==> src/rtl/lcd_pkg.sv <==
// Shared constants, FSM state type and DDRAM row-base lookup for the LCD text writer.
package lcd_pkg;

    localparam logic [7:0] LCD_CMD_CLEAR     = 8'h01;
    localparam logic [7:0] LCD_CMD_SET_DDRAM = 8'h80;
    localparam logic       LCD_ADDR_CMD      = 1'b0;
    localparam logic       LCD_ADDR_DATA     = 1'b1;
    localparam logic [7:0] LCD_BLANK         = 8'h20;

    typedef enum logic [2:0] {
        ST_IDLE,
        ST_CLEAR,
        ST_SET_POS,
        ST_CHAR,
        ST_GAP,
        ST_FINISH
    } lcd_state_t;

    // Rows 2 and 3 of 4-line panels continue rows 0 and 1 after COLS characters.
    function automatic logic [7:0] row_base(input logic [1:0] row, input int cols);
        case (row)
            2'd0:    row_base = 8'h00;
            2'd1:    row_base = 8'h40;
            2'd2:    row_base = 8'(cols);
            default: row_base = 8'(8'h40 + cols);
        endcase
    endfunction

endpackage

==> src/rtl/lcd_av_write.sv <==
// Single Avalon-MM write transfer: registered outputs held through waitrequest,
// ack on the completing edge, forced idle cycle after every transfer.
module lcd_av_write
    import lcd_pkg::*;
(
    input  logic       clk,
    input  logic       reset,
    input  logic       go,
    input  logic       is_data,
    input  logic [7:0] byte_val,
    input  logic       waitrequest,
    output logic       ack,
    output logic       address,
    output logic       chipselect,
    output logic       write,
    output logic [7:0] writedata
);

    always_ff @(posedge clk) begin
        if (reset) begin
            address    <= 1'b0;
            chipselect <= 1'b0;
            write      <= 1'b0;
            writedata  <= 8'h00;
        end else if (write) begin
            if (!waitrequest) begin
                chipselect <= 1'b0;
                write      <= 1'b0;
            end
        end else if (go) begin
            // go is ignored while a transfer is up, which yields the idle gap cycle.
            address    <= is_data ? LCD_ADDR_DATA : LCD_ADDR_CMD;
            chipselect <= 1'b1;
            write      <= 1'b1;
            writedata  <= byte_val;
        end
    end

    assign ack = write & ~waitrequest;

endmodule

==> src/rtl/lcd_text_writer.sv <==
// COLS x ROWS character frame buffer streamed to the LCD_IP Avalon slave on request;
// first write one cycle after refresh, waitrequest stalls freely, refreshes during a pass coalesce.
module lcd_text_writer
    import lcd_pkg::*;
#(
    parameter int COLS        = 16,
    parameter int ROWS        = 2,
    parameter bit CLEAR_FIRST = 1'b0,
    parameter int AW          = $clog2(COLS*ROWS)
)
(
    input  logic          clk,
    input  logic          reset,
    input  logic          buf_we,
    input  logic [AW-1:0] buf_addr,
    input  logic [7:0]    buf_wdata,
    input  logic          refresh,
    output logic          busy,
    output logic          done,
    output logic          address,
    output logic          chipselect,
    output logic          write,
    output logic          read,
    output logic [7:0]    writedata,
    input  logic          waitrequest
);

    localparam int DEPTH = COLS * ROWS;
    localparam int IW    = (DEPTH > 1) ? $clog2(DEPTH) : 1;

    logic [7:0]    mem [DEPTH];
    logic [IW-1:0] waddr;
    logic [IW-1:0] idx;
    logic          waddr_ok;
    logic [7:0]    char_byte;

    lcd_state_t state, state_n, ret, ret_n;
    logic [1:0] row, row_n;
    logic [4:0] col, col_n;
    logic       pending, pending_n;
    logic       start;
    logic       go, go_data, ack;
    logic [7:0] go_byte;

    assign waddr    = IW'(buf_addr);
    assign waddr_ok = int'(buf_addr) < DEPTH;
    assign idx      = IW'(int'(row) * COLS + int'(col));

    always_ff @(posedge clk) begin
        if (reset) begin
            for (int i = 0; i < DEPTH; i++) mem[i] <= LCD_BLANK;
        end else if (buf_we && waddr_ok) begin
            mem[waddr] <= buf_wdata;
        end
    end

    // Forward a same-cycle write so the byte matches the buffer when the transfer appears.
    assign char_byte = (buf_we && waddr_ok && waddr == idx) ? buf_wdata : mem[idx];

    always_ff @(posedge clk) begin
        if (reset) begin
            state   <= ST_IDLE;
            ret     <= ST_IDLE;
            row     <= 2'd0;
            col     <= 5'd0;
            pending <= 1'b0;
        end else begin
            state   <= state_n;
            ret     <= ret_n;
            row     <= row_n;
            col     <= col_n;
            pending <= pending_n;
        end
    end

    always_comb begin
        state_n   = state;
        ret_n     = ret;
        row_n     = row;
        col_n     = col;
        pending_n = pending | (refresh && state != ST_IDLE);
        start     = 1'b0;
        go        = 1'b0;
        go_data   = 1'b0;
        go_byte   = 8'h00;
        case (state)
            ST_IDLE, ST_FINISH: begin
                start = (state == ST_IDLE) ? (refresh | pending) : pending;
                if (start) begin
                    row_n     = 2'd0;
                    col_n     = 5'd0;
                    pending_n = (state == ST_FINISH) && refresh;
                    go        = 1'b1;
                    if (CLEAR_FIRST) begin
                        go_byte = LCD_CMD_CLEAR;
                        state_n = ST_CLEAR;
                    end else begin
                        go_byte = LCD_CMD_SET_DDRAM | row_base(2'd0, COLS);
                        state_n = ST_SET_POS;
                    end
                end else if (state == ST_FINISH) begin
                    state_n = ST_IDLE;
                end
            end
            ST_CLEAR: begin
                if (ack) begin
                    ret_n   = ST_SET_POS;
                    state_n = ST_GAP;
                end
            end
            ST_SET_POS: begin
                if (ack) begin
                    ret_n   = ST_CHAR;
                    state_n = ST_GAP;
                end
            end
            ST_CHAR: begin
                if (ack) begin
                    state_n = ST_GAP;
                    if (int'(col) < COLS - 1) begin
                        col_n = col + 5'd1;
                        ret_n = ST_CHAR;
                    end else if (int'(row) < ROWS - 1) begin
                        row_n = row + 2'd1;
                        col_n = 5'd0;
                        ret_n = ST_SET_POS;
                    end else begin
                        ret_n = ST_FINISH;
                    end
                end
            end
            ST_GAP: begin
                state_n = ret;
                if (ret == ST_SET_POS) begin
                    go      = 1'b1;
                    go_byte = LCD_CMD_SET_DDRAM | row_base(row, COLS);
                end else if (ret == ST_CHAR) begin
                    go      = 1'b1;
                    go_data = 1'b1;
                    go_byte = char_byte;
                end
            end
            default: state_n = ST_IDLE;
        endcase
    end

    lcd_av_write u_av_write (
        .clk         (clk),
        .reset       (reset),
        .go          (go),
        .is_data     (go_data),
        .byte_val    (go_byte),
        .waitrequest (waitrequest),
        .ack         (ack),
        .address     (address),
        .chipselect  (chipselect),
        .write       (write),
        .writedata   (writedata)
    );

    assign busy = (state != ST_IDLE) && (state != ST_FINISH);
    assign done = (state == ST_FINISH);
    assign read = 1'b0;

endmodule

==> config.mk <==
export PLATFORM = sky130hd
export DESIGN_NAME = lcd_text_writer
export DESIGN_NICKNAME = d
export VERILOG_FILES = /design/src/rtl/lcd_pkg.sv /design/src/rtl/lcd_av_write.sv /design/src/rtl/lcd_text_writer.sv
export SDC_FILE = /design/constraint.sdc
export NUM_CORES = 1
export LEC_CHECK = 0
export BUFFER_PORTS_ARGS = -buffer_cell sky130_fd_sc_hd__clkbuf_2
export CAP_MARGIN = 5
export CORE_MARGIN = 2
export CORE_UTILIZATION = 60
export CTS_CLUSTER_DIAMETER = 200
export DETAILED_ROUTE_END_ITERATION = 7
export PLACE_DENSITY = 0.84
export SYNTH_ARGS = -nofsm -noshare
export SYNTH_HDL_FRONTEND = slang
export SYNTH_HIERARCHICAL = 1
export SYNTH_SLANG_ARGS = --single-unit
==> constraint.sdc <==
create_clock -name clk -period 6.2 [get_ports clk]
set_input_delay 0.62 -clock clk [delete_from_list [all_inputs] [get_ports clk]]
set_output_delay 0.62 -clock clk [all_outputs]
set_load 0.05 [all_outputs]
After elaboration in Yosys (flattened, before gate mapping)
Memories as Yosys holds them, arrays and structs flattened.
Index checks and enable logic that the tools add are counted.
{"block": "classes", "addsub": 3, "n_lt_le_gt_ge": 2, "n_eq_ne": 21, "muxes": 50, "bitwise": 5, "n_reduce_logical": 19}
{"cell": "two-way mux 8 bit", "count": 5}
{"cell": "two-way mux 5 bit", "count": 5}
{"cell": "two-way mux 3 bit", "count": 8}
{"cell": "two-way mux 1 bit", "count": 21}
{"cell": "case mux 7 bit (3 select lines)", "count": 1}
{"cell": "case mux 3 bit (3 select lines)", "count": 2}
{"cell": "case mux 8 bit (2 select lines)", "count": 1}
{"cell": "!= test 2 bit, second input constant", "count": 7}
{"cell": "equality test 3 x 2 -> 1 bit, second input constant", "count": 4}
{"cell": "case mux 5 bit (2 select lines)", "count": 1}
{"cell": "!= test 3 bit, second input constant", "count": 3}
{"cell": "two-way mux 2 bit", "count": 4}
{"cell": "AND reduction 4 bit", "count": 2}
{"cell": "OR reduction 8 bit", "count": 1}
{"cell": "equality test 3 bit, second input constant", "count": 2}
{"cell": "AND reduction 2 bit", "count": 3}
{"cell": "nonzero test 3 bit", "count": 2}
{"cell": "adder 5 x 1 -> 5 bit, second input constant", "count": 1}
{"cell": "adder 5 bit", "count": 1}
{"cell": "equality test 5 bit", "count": 1}
{"cell": "less-than comparator 5 x 4 -> 1 bit, second input constant", "count": 1}
{"cell": "AND reduction 5 bit", "count": 1}
{"cell": "logical AND 1 bit", "count": 4}
{"cell": "case mux 2 bit (2 select lines)", "count": 1}
{"cell": "15 further kinds", "count": 18}
{"block": "totals", "register_bits": 25, "mem_bits_rw": 256, "input_bits": 18, "output_inout_bits": 14, "wordCells": 110, "n_memories": 1}
{"name": "mem", "words": 32, "width": 8, "rd": 1, "rd_clocked_by_memory_dff": 0, "wr": 32, "line": "lcd_text_writer.sv:31", "source": "logic [7:0] mem [DEPTH];"}

Logic depth before layout (Yosys ltp)
Gate-level depths: netlist (run 1).
{"block": "depth", "ltp_word": 7, "ltp_mapped": 11}

Modules after synthesis
Netlist (run 1), hierarchy kept.
{"module": "lcd_text_writer", "instances": 1, "cells_each": 929, "area_each_um2": 13012.5, "seq_area_each_um2": 7967.6}
{"module": "lcd_av_write", "instances": 1, "cells_each": 50, "area_each_um2": 575.6, "seq_area_each_um2": 220.2}

Worst setup path before layout (run 1)
Ideal clock, no wire load.
{"block": "synth_timing", "path_kind": "in2reg", "start": "in buf_addr[2]", "end": "mem mem[5][0], enable pin", "setup_time_ns": 0.309, "arrival_time_ns": 1.901, "path_slack_ns": 3.990, "cell_stages": 5, "n_path_buf": 2, "cell_sequence": "clkbuf_1 or3b_2 clkbuf_1 nor2_1 or2_2"}
{"item": "start, declared", "line": "lcd_text_writer.sv:15", "source": "input logic [AW-1:0] buf_addr,"}
{"item": "end, declared", "line": "lcd_text_writer.sv:31"}

Worst setup path after layout (run 1)
{"block": "layout_timing", "start": "reg col[0]", "end": "reg u_av_write.writedata[2]"}
{"block": "layout_between", "elab_chain_len": 7, "word_cells_on_any_way": 8, "cone_classes": "add/sub (1); eq/ne (1); mux (4); reduce/logical (1); memory (1)"}
{"item": "start, declared", "line": "lcd_text_writer.sv:39", "source": "logic [4:0] col, col_n;"}
{"item": "start signal, assigned", "line": "lcd_text_writer.sv:71", "source": "col <= col_n;"}
{"item": "adder 5 bit (*)", "line": "lcd_text_writer.sv:47", "source": "assign idx = IW'(int'(row) * COLS + int'(col));"}
{"item": "parallel branches: the longest is 2 deep, another holds memory read (32 x 8 bit)"}
{"item": "two-way mux 8 bit (*)", "line": "lcd_text_writer.sv:58", "source": "assign char_byte = (buf_we && waddr_ok && waddr == idx) ? buf_wdata : mem[idx];"}
{"item": "two-way mux 8 bit (*)", "line": "lcd_text_writer.sv:137", "source": "end else if (ret == ST_CHAR) begin"}
{"item": "two-way mux 8 bit (*)", "line": "lcd_text_writer.sv:134", "source": "if (ret == ST_SET_POS) begin"}
{"item": "case mux 8 bit (2 select lines) (*)", "line": "lcd_text_writer.sv:86", "source": "case (state)"}
{"item": "via go_byte[2]", "line": "lcd_text_writer.sv:43", "source": "logic [7:0] go_byte;"}
{"item": "end signal, assigned", "line": "lcd_av_write.sv:35", "source": "writedata <= byte_val;"}
{"item": "end, declared", "line": "lcd_av_write.sv:16", "source": "output logic [7:0] writedata"}
Mark *: on every way through the listed nets, which the timed path passes.
A chain may end at the register's enable or synchronous reset.

==> results of run 1 <==
==> Yosys cell counts, types with 7 or more instances <==
cell | count | area [sq um]
buf_2 | 13 | 65.1
nand4bb_1 | 9 | 101
a21oi_1 | 19 | 95.1
nand3_1 | 7 | 35.0
o21ai_2 | 9 | 78.8
nor2b_1 | 7 | 43.8
clkbuf_1 | 45 | 169
o221ai_1 | 13 | 114
nand3b_1 | 7 | 52.6
or3_1 | 34 | 213
nor2_1 | 47 | 176
buf_6 | 9 | 101
mux4_2 | 48 | 1080
or2_2 | 32 | 200
and2_1 | 226 | 1410
o21ai_0 | 7 | 35.0
xnor2_1 | 8 | 70.1
mux2i_1 | 40 | 400
nand2_1 | 16 | 60.1
edfxtp_1 | 256 | 7690
nand2b_1 | 11 | 68.8
dfxtp_1 | 25 | 500
==> logic make-up after synthesis <==
kind of cell	Yosys count	synth area share, %
AO/OA/AOI/OAI	94	5.37
XOR/XNOR	9	0.580
adder cells (fa/ha/maj)	5	0.460
buffers and inverters	81	3.26
flip-flops	281	60.3
multiplexers	92	11.3
other	1	0.0276
AND/OR/NAND/NOR	416	18.7
==> report_power, final <==
| part | switching [mW] | internal [mW] |
|---|---|---|
| logic | 0.202 | 0.131 |
| clock network | 0.711 | 1.11 |
| registers | 0.0628 | 2.16 |
==> per-stage QoR <==
step	utilization, %	hold slack (ps)	setup slack, ps	total power [mW]	cells
after floorplan	-	464	3990	2.49	979
after global placement	61.2	464	3040	2.58	1225
after detailed placement	61.2	467	2990	2.59	1225
after CTS	65.6	329	2970	4.38	1277
after global routing	65.6	371	2740	4.49	1277
final	65.6	334	3020	4.38	1277
==> final cells by class <==
type                            count  share of cell area, %
Multi-Input combinational cell    617                   33.7
Clock inverter                     11                   1.24
Sequential cell                   281                   55.7
Inverter                            6                  0.153
Timing Repair Buffer               36                   1.33
Tap cell                          285                   2.42
Clock buffer                       41                   5.51
==> final timing paths <==
| check | cells after the start | endpoint |
|---|---|---|
| worst min-delay path | 3 | pending |
| worst min register to register | 2 | u_av_write/writedata[0] |
| worst max register to register | 8 | u_av_write/writedata[2] |
| worst max-delay path | 8 | u_av_write/writedata[2] |
==> sequential cells by signal, indices dropped and copies added, names as in the netlist <==
signal and cells:
u_av_write/chipselect 1, ret 3, col 5, u_av_write/write 1
pending 1, state 3, mem 256, u_av_write/address 1
u_av_write/writedata 8, row 2
==> per-layer routing <==
layer,wire (um),up-vias,global-route usage [%]
met4,1190,0,10.7
met1,12300,4015,38.8
li1,-,3602,-
met3,3550,82,4.57
met2,14700,516,42.8
met5,0,-,0
==> worst min-delay path, stage by stage <==
cell and delay, ps:
clkbuf_2 100, o21ai_0 60, a21oi_1 60
==> results.json, run 1 <==
{
  "critPathLaunch": "col[0]",
  "clk_path_buf_depth": 3,
  "power_density_mw_per_mm2": 298,
  "tritoncts": "done",
  "drv_slew": 0,
  "ir_worst_vdd_uv": 175,
  "antenna_found_initial": 0,
  "gp_congestion": 0.902,
  "fill_cells": 1546,
  "max_slew.worst_pin.slew_ps": 1040,
  "dieArea_sq_mm": 0.0239,
  "insertion_delay_ps": 550,
  "mappedNetlistArea_sq_mm": 0.0136,
  "synthesis.nets": 1002,
  "grt_pass1_wl_mm": 48.7,
  "finalHoldViolCount": 0,
  "final_cell_mix": "edfxtp_1 (256), and2_1 (226), mux4_2 (48), nor2_1 (47), mux2i_1 (40)",
  "worst_hold_startpoint": "refresh",
  "multiInputGateArea_sq_mm": 0.00496,
  "status": "completed",
  "antenna_cells": 0,
  "path_max_fanout": 42,
  "ios": 32,
  "grt_pass1_vias": 8059,
  "final_common_cell": "edfxtp_1",
  "worstSetupStartpointType": "flop",
  "rrSetupSlack_ps": 3020,
  "max_freq_mhz": 314,
  "worstPathRequired_ps": 6620,
  "relSlewSlack_pct": 29.9,
  "cpMaxStageDelayCell": "dfxtp_4",
  "max_cap_violations": 0,
  "end_kind": "flop",
  "seq_area_sq_mm": 0.00819,
  "leakage_nw": 4.96,
  "wl_mm": 31.8,
  "rows": 55,
  "synth_seq_area_share_pct": 60.3,
  "coreArea_sq_mm": 0.0224,
  "fin_nets": 993,
  "clock_skew_ps": 20.8,
  "start_util_pct": 60.6,
  "setup_viol": 0,
  "cts-root-buf": "clkbuf_16",
  "drt_iter0_markers": 1160,
  "synth_edf_count": 256,
  "final_area_sq_mm": 0.0147,
  "place_area_sq_mm": 0.0137,
  "die-width_um": 154,
  "async_reset_ff_share_pct": 0,
  "yosys_most_used_dff": "edfxtp_1",
  "syn_avg_cell_area_sq_um": 13.9,
  "synth_cells": 979,
  "routedWlPerCell_um": 24.9,
  "r2r-start": "col[0]",
  "synth_cell_type_count": 72,
  "critical_path_arrival_ps": 3600,
  "ant_nets": 0,
  "cp_top_family": "compound AO/OA/AOI/OAI gates",
  "critical_path_buf_inv_count": 1,
  "via_per_inst": 6.43,
  "fin_crit_ps": 3180,
  "clkTransAtPathRegs_ps": 60,
  "first_pass_iters": 5,
  "drc": 0,
  "yosys_register_bits": 281,
  "area_growth_pct": 8.32,
  "die_h_um": 154,
  "crit_chain": "buf_4 -> xnor2_1 -> nand3_1 -> o311ai_1 -> a21oi_1 -> a22o_1 -> nand4bb_1 -> o21ai_2",
  "grt-ovfl-total": 0,
  "rsz0062_at_grt": "no",
  "worstSetupPathType": "flop to flop",
  "ys_warn_count": 6,
  "vias": 8215,
  "cts-hold-fix-buffers": 0,
  "numCtsBuffers": 28,
  "cts_num_sinks": 281,
  "post_cts_buffers": 0,
  "grt_usage_pct": 27.3,
  "port_buffers": 30,
  "min_path_type": "input pin to flop",
  "period_share_pct": 51.3,
  "finalSetupTns_ps": 0,
  "place_hpwl_mm": 20.2,
  "grt_max_degree": 52,
  "cts_resized": 0,
  "drive_above_1_share_pct": 18.5,
  "slowest_delay_ps": 830,
  "h-tree-depth": 1
}
No activity file was read; power rests on OpenSTA's default activity.
==> run 2, diff against run 1 <==
ABC_AREA = 1   (was unset)
clock period = 3.1 ns   (was 6.2 ns; I/O delays follow)
==> run 2 against run 1 <==
  * The flow now finishes with violations (design-rule violations)
  * Critical endpoint is now u_av_write/writedata[6]
  * Area after synthesis about the same
  * Global-route usage increased by 2.1 points
  * Design area increased by 1.5%
  * Clock skew increased by 3.0 ps
  * Count of clock-buffer cells in the layout decreased by 5
  * Sequential share of layout area decreased by 0.86 points
==> results.json, run 2 <==
{
  "met3_length_mm": 3.95,
  "finalHoldViolCount": 0,
  "synth_edf_count": 256,
  "synth.most_common_cell": "nor2_1",
  "cts_resized": 0,
  "grt_pass1_wl_mm": 54.8,
  "drive_above_1_share_pct": 7.94,
  "h-tree-depth": 1,
  "synth_top_family_by_area": "simple AND/OR/NAND/NOR gates",
  "status": "finished with violations",
  "dieArea_sq_mm": 0.0239,
  "syn_avg_cell_area_sq_um": 8.78,
  "clk_path_buf_depth": 3,
  "synthMuxAreaShare_pct": 0,
  "antenna_found_initial": 1,
  "grt_pass1_vias": 10500,
  "power_density_mw_per_mm2": 645,
  "ios": 32,
  "synth.top_cells.by_area": "edfxtp_1 (57%), nor2_1 (11%), nand2_1 (10%), nand3_1 (4.9%), dfxtp_1 (3.7%)",
  "post_cts_buffers": 0,
  "synth_compound_area_share_pct": 4.06,
  "final_common_cell": "nor2_1",
  "grt_usage_pct": 29.4,
  "async_reset_ff_share_pct": 0,
  "cts-root-buf": "clkbuf_16",
  "synth-simple-area-share_pct": 28.0,
  "r2r-start": "col[1]",
  "ys_top_cells_by_count": "nor2_1 (400), nand2_1 (368), edfxtp_1 (256)",
  "routedWlPerCell_um": 18.7,
  "end_kind": "flop",
  "finalSetupTns_ps": 0,
  "drt_iter0_markers": 1718,
  "met1_length_mm": 12.2,
  "worst_hold_startpoint": "refresh",
  "relSlewSlack_pct": 23.5,
  "setup_viol": 0,
  "synthXorXnorAreaFrac_pct": 0.267,
  "drc": 1,
  "die-width_um": 155,
  "synthesis.nets": 1572,
  "yosys.area_share.adder_pct": 0.460,
  "ys_warn_count": 6,
  "via_per_inst": 5.88,
  "first_pass_iters": 8,
  "ant_nets": 0,
  "met2_length_mm": 17.0,
  "critical_path_arrival_ps": 2880,
  "synth_cell_type_count": 41,
  "coreArea_sq_mm": 0.0224,
  "max_slew.worst_pin.slew_ps": 1140,
  "insertion_delay_ps": 570,
  "numCtsBuffers": 30,
  "fin_hold_ws_ps": 53.2,
  "cts-hold-fix-buffers": 0,
  "start_util_pct": 60.6,
  "clock_skew_ps": 23.8,
  "place_hpwl_mm": 21.7,
  "fill_cells": 1630,
  "reg2reg_depth": 14,
  "mappedNetlistArea_sq_mm": 0.0136,
  "synth_cells": 1549,
  "die_h_um": 155,
  "yosysTopAreaCellShare_pct": 56.5,
  "rrSetupSlack_ps": 670,
  "drv_slew": 0,
  "antenna_cells": 0,
  "violations": "design-rule violations",
  "path_max_fanout": 67,
  "tritoncts": "done",
  "clkTransAtPathRegs_ps": 60,
  "max_freq_mhz": 411,
  "placed_cells": 1803,
  "gp_congestion": 0.921,
  "fin_nets": 1573,
  "yosys_most_used_dff": "edfxtp_1",
  "yosys.area.top_type": "edfxtp_1",
  "final_cells": 1859,
  "ir_worst_vdd_uv": 454,
  "worstPathRequired_ps": 3550,
  "fin_crit_ps": 2430,
  "rsz0062_at_grt": "no",
  "grt-ovfl-total": 0,
  "rows": 55,
  "port_buffers": 30,
  "worstSetupPathType": "flop to flop",
  "top_layer": "met4",
  "wl_mm": 34.8,
  "yosys_register_bits": 281,
  "grt_max_degree": 85,
  "timing.rr.end": "u_av_write/writedata[6]",
  "min_to": "pending",
  "final_cell_mix": "nor2_1 (400), nand2_1 (368), edfxtp_1 (256), nand3_1 (134), inv_1 (129)",
  "regMostFlops": "mem",
  "period_share_pct": 78.4,
  "largest_register_ffs": 256,
  "cts_num_sinks": 281,
  "leakage_nw": 6.09,
  "area_growth_pct": 9.92,
  "synth_seq_area_share_pct": 60.2,
  "worstSetupStartpointType": "flop",
  "vias": 10900,
  "min_path_type": "input pin to flop",
  "top_regs": "mem (256), u_av_write/writedata (8), col (5)",
  "max_cap_violations": 0,
  "min_path_cells": 3
}
## run 2: changes by cell type after synthesis, sizes merged, moves of 30 or more
cell   change
and2     -227
inv      +136
mux2i     -40
mux4      -49
nand2    +357
nand3    +129
nor2     +358
o21ai     +37
or2       -30
or3       -34
## run 2: cell families after synthesis
kind of cell | count (synthesis)
adders and majority gates | 5
xor gates and xnor gates | 2
buffers and inverters | 224
AOI/OAI and AO/OA | 101
other | 1
DFF | 281
and+or+nand+nor | 935
## run 2: stage by stage
| step | cell area [sq um] | util, % | setup slack [ps] | total power, mW |
|---|---|---|---|---|
| after floorplan | 13600 | - | 1390 | 5.70 |
| after global placement | 14000 | 62.3 | 781 | 6.09 |
| after detailed placement | 14000 | 62.3 | 770 | 6.12 |
| after CTS | 14900 | 66.6 | 762 | 9.61 |
| after global routing | 14900 | 66.6 | 471 | 9.95 |
| final | 14900 | 66.6 | 669 | 9.65 |
## run 2: worst max-delay path by stage
stage	from	endpoint	slack [ps]	cells after the start
after CTS	col[1]	u_av_write/writedata[6]	760	14
after global routing	state[1]	u_av_write/writedata[2]	470	9
final	col[1]	u_av_write/writedata[6]	670	14
after detailed placement	reset	mem[9][1]	770	6
after floorplan	state[2]	u_av_write/address	1390	10
after global placement	reset	mem[9][4]	780	6
## run 2: worst max-delay path: stages, from the launching register on
cell,delay [ps]
dfxtp_2,330
buf_4,630
nand3_1,210
nand3_1,180
nand2_1,60
nor2_1,230
nand2_1,80
nand2_1,120
nand2_2,60
nand2_1,60
nand2_1,50
inv_1,50
nand3_1,60
nand2_1,110
nor2_1,40
## run 2: area by class of cell
type	instances	area, sq um	share of cell area [%]
multi-input combinational	1044	4470	29.9
inverter	144	551	3.68
timing repair buffer	49	405	2.71
sequential	281	8190	54.8
clock inverter	20	190	1.27
clock buffer	36	783	5.24
tap	285	357	2.39
## run 2: per-layer routing
metal | GRT usage, % | vias to the layer above
met4 | 13.1 | 0
met2 | 49.8 | 711
li1 | - | 5003
met1 | 37.6 | 5054
met5 | 0 | -
met3 | 5.02 | 166
## run 2: where the power goes
group / internal (mW) / switching, mW / total [mW]
Clock: 2.05 / 1.48 / 3.53
Combinational: 0.436 / 1.25 / 1.69
Sequential: 4.35 / 0.0811 / 4.43
